File: src/rtl/serial_addsub.sv
// Multi-cycle add/subtract: CHUNK bits per clock over WIDTH/CHUNK cycles, so no
// full-width carry chain is built. Registered result plus carry/borrow, overflow, zero, negative.
module serial_addsub #(
  parameter int WIDTH = 8,
  parameter int CHUNK = 2
) (
  input  logic             clk,
  input  logic             rst,
  input  logic             start,
  input  logic             sub,
  input  logic [WIDTH-1:0] A,
  input  logic [WIDTH-1:0] B,
  output logic [WIDTH-1:0] result,
  output logic             carry,
  output logic             overflow,
  output logic             zero,
  output logic             negative,
  output logic             busy,
  output logic             done,
  output logic [1:0]       state_dbg
);

  // Handshake: start is taken only while busy=0 (IDLE or DONE), and A/B/sub are captured
  // on that same edge. busy stays high for N cycles. done then pulses for one cycle, and
  // result and flags are valid from that cycle until the next done.

  localparam int N  = WIDTH / CHUNK;
  localparam int CW = (N > 1) ? $clog2(N) : 1;

  if (WIDTH < 2 || CHUNK < 1 || (WIDTH % CHUNK) != 0) begin : g_param_check
    $error("serial_addsub: WIDTH must be >= 2 and a multiple of CHUNK");
  end

  typedef enum logic [1:0] {
    IDLE = 2'd0,
    RUN  = 2'd1,
    DONE = 2'd2
  } state_t;

  state_t           state;
  logic [WIDTH-1:0] a_q;
  logic [WIDTH-1:0] b_q;
  logic [WIDTH-1:0] sr;
  logic             cy;
  logic             sub_q;
  logic [CW-1:0]    k;

  logic [CHUNK:0]       csum;
  logic [WIDTH+CHUNK-1:0] sr_cat;
  logic [WIDTH-1:0]     sr_next;
  logic                 last_chunk;
  logic                 msb_cin;

  // Operand registers shift right each cycle, so the current chunk is always the low CHUNK bits.
  always_comb begin
    csum       = {1'b0, a_q[CHUNK-1:0]} + {1'b0, b_q[CHUNK-1:0]} + {{CHUNK{1'b0}}, cy};
    sr_cat     = {csum[CHUNK-1:0], sr};
    sr_next    = sr_cat[WIDTH+CHUNK-1:CHUNK];
    last_chunk = (k == CW'(N - 1));
    // The sum bit is a ^ b ^ cin, so XOR-ing the sum bit with a and b again recovers the carry into the MSB.
    msb_cin    = a_q[CHUNK-1] ^ b_q[CHUNK-1] ^ csum[CHUNK-1];
  end

  always_ff @(posedge clk) begin
    if (rst) begin
      state    <= IDLE;
      a_q      <= '0;
      b_q      <= '0;
      sr       <= '0;
      cy       <= 1'b0;
      sub_q    <= 1'b0;
      k        <= '0;
      result   <= '0;
      carry    <= 1'b0;
      overflow <= 1'b0;
      zero     <= 1'b0;
      negative <= 1'b0;
      busy     <= 1'b0;
      done     <= 1'b0;
    end else begin
      case (state)
        IDLE, DONE: begin
          done <= 1'b0;
          if (start) begin
            a_q   <= A;
            b_q   <= B ^ {WIDTH{sub}};
            sub_q <= sub;
            cy    <= sub;
            k     <= '0;
            busy  <= 1'b1;
            state <= RUN;
          end else begin
            state <= IDLE;
          end
        end
        RUN: begin
          a_q <= a_q >> CHUNK;
          b_q <= b_q >> CHUNK;
          sr  <= sr_next;
          cy  <= csum[CHUNK];
          k   <= k + CW'(1);
          if (last_chunk) begin
            result   <= sr_next;
            carry    <= csum[CHUNK] ^ sub_q;
            overflow <= msb_cin ^ csum[CHUNK];
            zero     <= (sr_next == '0);
            negative <= sr_next[WIDTH-1];
            busy     <= 1'b0;
            done     <= 1'b1;
            state    <= DONE;
          end
        end
        default: begin
          busy  <= 1'b0;
          done  <= 1'b0;
          state <= IDLE;
        end
      endcase
    end
  end

  assign state_dbg = state;

endmodule

File: config.mk
export PLATFORM = sky130hd
export DESIGN_NAME = serial_addsub
export DESIGN_NICKNAME = d
export VERILOG_FILES = /design/src/rtl/serial_addsub.sv
export SDC_FILE = /design/constraint.sdc
export NUM_CORES = 1
export LEC_CHECK = 0
export CAP_MARGIN = 40
export CORE_MARGIN = 3
export CORE_UTILIZATION = 40
export CTS_CLUSTER_SIZE = 28
export DETAILED_ROUTE_END_ITERATION = 10
export GPL_TIMING_DRIVEN = 0
export HOLD_SLACK_MARGIN = 0.1
export SYNTH_ARGS = -nofsm -noshare
export SYNTH_HDL_FRONTEND = slang
export SYNTH_SLANG_ARGS = --single-unit
File: constraint.sdc
create_clock -name clk -period 2.45 [get_ports clk]
set_input_delay 0.3675 -clock clk [delete_from_list [all_inputs] [get_ports clk]]
set_output_delay 0.3675 -clock clk [all_outputs]
set_load 0.01 [all_outputs]
==> metrics.md <==
| Metric | Value |
|---|---|
| Status | `complete, no violations` |
| Hold slack final | `about 0.44 ns` |
| Post-synth EDFFs | `0` |
| Util after Layout | `54.4%` |
| Syn Std Cell Area | `1780 sq um` |
| Crit share post-route | `85.9%` |
| Setup TNS | `0 ns` |
| Measured slew at the worst slew-check pin | `0.557 ns` |
| Clock sinks | `slightly above 40` |
| Crit-path max FO | `4` |
| Worst Setup EP | `overflow` |
| Largest net degree at the start of global routing | `12` |
| # setup viols final | `0` |
| CTS root buf | `clkbuf_8` |
| Cell total after placement | `285` |
| Routed WL per cell | `13.7 um` |
| Initial antenna violation count | `0` |
| Vias in the first global route | `approximately 1,400` |
| Yosys reg bits | `41` |
| Post-DP HPWL | `just under 3000 um` |
| Total routed wirelength | `between 4000 and 5000 um` |
| Worst-path clk slew | `0.07 ns` |
| Seq/Total Area, Yosys | `a little under half` |
| Syn Nets | `226` |
| Die Wd | `just over 70 um` |
| GRT Util Overall | `16.9%` |
| First-pass GRT wire length | `6800 um` |
| Final nets | `about 270` |
| Synth unique cells | `32` |
| Starting Density | `42.8%` |
| Slew Viols, Final | `0` |
| Post-DR vias/cell | `5.17` |
| Clock skew | `around 0.0044 ns` |
| Reg-to-reg slack, setup | `about 0.35 ns` |
| Max frequency | `~480 MHz` |
| Site Rows | `23` |
| Maximum vdd drop | `0.282 mV` |
| Reg-to-reg endpoint | `overflow` |
| Avg Inst Size Synth | `8.79 sq um` |
| Final Non-Filler Cells | `292` |
| Hold Vio Cnt, Final | `0` |
| Initial DRC count | `85` |
| Postcts setup bufs | `0` |
| Die height | `approximately 73 um` |
| Routed vias | `1,510` |
| Core area | `between 4000 and 5000 sq um` |
| Gr ovfl total | `0` |
| Primary FF master, synth | `dfxtp_1` |
| Power Density | `615 nW/um^2` |
| Skew-Pair Late Insertion Delay | `0.29 ns` |
| Worst Hold Class | `in -> reg` |
| CP Capture Type | `flip-flop` |
| Synth warn | `0` |
| Critical path origin | `a_q[0]` |
| Clock Path Buffers | `2` |
| Share of cells above drive strength 1 | `slightly below 10%` |
| CTS tree | `yes` |
| Async SR Flop Fraction | `0%` |
| Post-synth top area cell | `dfxtp_1` |
| Slew HR | `62.9%` |
| CTS Buf Count | `5` |
| Cells on worst reg2reg path | `6` |
| ANT cells | `0` |
| # hold bufs at CTS | `0` |
| Layout area overhead | `27.0%` |
| GP Congestion | `0.798` |
| R2r startpoint | `a_q[0]` |
| Pleak | `~0.0008 uW` |
| CP Class | `reg -> reg` |
| Mapped Cells | `202` |
| IO Port Bufs | `33` |
| Power consumption | `1390 uW` |
| Post-synth top area share | `46.2%` |
| IO Pins | `36` |
| Max-cap violations | `0` |
| Initial DRT Pass Iterations | `4` |
| RSZ-0062 raised after global routing | `no` |
| Synth area leaders | `dfxtp_1 (46%), a21oi_1 (8.7%), nand2_1 (6.6%)` |
| Die area | `5270 sq um` |
| Req. time, crit path | `2.64 ns` |
| Quantity of gates resized following cts | `0` |
| CP arrival | `roughly 2.3 ns` |
| Antenna viol nets, final | `0` |
| DR DRC count | `0` |
| Clock period minus worst slack | `2.10 ns` |
| CTS H-tree depth | `2` |
| CP Launch Type | `flip-flop` |
[flip-flops by register name (all words and copies together) (netlist names), 2 cells and up]
register,count
state_dbg,2
result,8
a_q,8
b_q,8
sr,6
k,2
[through the flow]
| stage | cell area, sq um | worst slack [ns] |
|---|---|---|
| after global routing | 2250 | 0.218 |
| final | 2250 | 0.347 |
| after detailed placement | 2170 | 0.382 |
| after floorplan | 1780 | 0.541 |
| after global placement | 2170 | 0.401 |
| after CTS | 2250 | 0.360 |
[cell families after synthesis]
family	Yosys count	synth area share, %
DFF	41	46.2
adders and majority gates	4	3.66
and+or+nand+nor	71	18.6
AOI/OAI and AO/OA	53	19.0
buffers and inverters	23	7.54
xor gates and xnor gates	10	4.93
[cell usage after synthesis, types with 3 or more instances]
cell / instances
clkbuf_1: 4
buf_4: 7
a22oi_1: 12
buf_2: 5
dfxtp_1: 41
nand2b_1: 3
xor2_1: 8
nand3_1: 18
nand2_1: 31
nor2_1: 10
inv_1: 5
a21oi_1: 31
[worst min path at each step]
| stage | slack (ns) | depth (start not counted) | from | endpoint |
|---|---|---|---|---|
| floorplan | 0.44 | 2 | b_q[6] | b_q[6] |
| global placement | 0.44 | 2 | carry | carry |
| detailed placement | 0.45 | 2 | carry | carry |
| CTS | 0.43 | 3 | sub | sub_q |
| global route | 0.45 | 3 | sub | sub_q |
| finish | 0.44 | 3 | sub | sub_q |
[where the power goes]
| group | internal (uW) | switching (uW) |
|---|---|---|
| Clock | 223 | 220 |
| Combinational | 107 | 116 |
| Sequential | 698 | 21.5 |
[metal layers]
| metal | track usage, % | vias up | wire length (um) |
|---|---|---|---|
| met2 | 27.4 | 40 | 1930 |
| met1 | 20.7 | 696 | 1760 |
| li1 | - | 765 | - |
| met3 | 4.82 | 9 | 220 |
| met4 | 7.99 | 0 | 92 |
| met5 | 0 | - | 0 |
[worst max-delay path, cell delays in order, from the launching register on]
cell,delay [ns]
dfxtp_1,0.33
inv_1,0.07
fa_1,0.45
fa_1,0.61
xor2_1,0.20
nor2_1,0.06
o41ai_1,0.28
[layout make-up]
type / instances / area, sq um
fill: 411 / 1890
sequential: 41 / 821
multi-input combinational: 138 / 821
timing repair buffer: 33 / 330
buffer: 18 / 115
clock buffer: 7 / 86.3
tap: 50 / 62.6
inverter: 5 / 18.8
[cell usage in the layout, fill, tap and decap left out, drive strengths merged, types with 2 or more instances in the layout]
cell type and n:
dfxtp 41, a21oi 31, clkdlybuf4s50 33, buf 14
nand2b 3, xor2 8, a211oi 4, fa 2
nor2 10, a22oi 12, nand2 31, inv 5
nand3b 2, nand3 18, ha 2, xnor2 2
clkbuf 11
No activity file was read; power rests on OpenSTA's default activity.
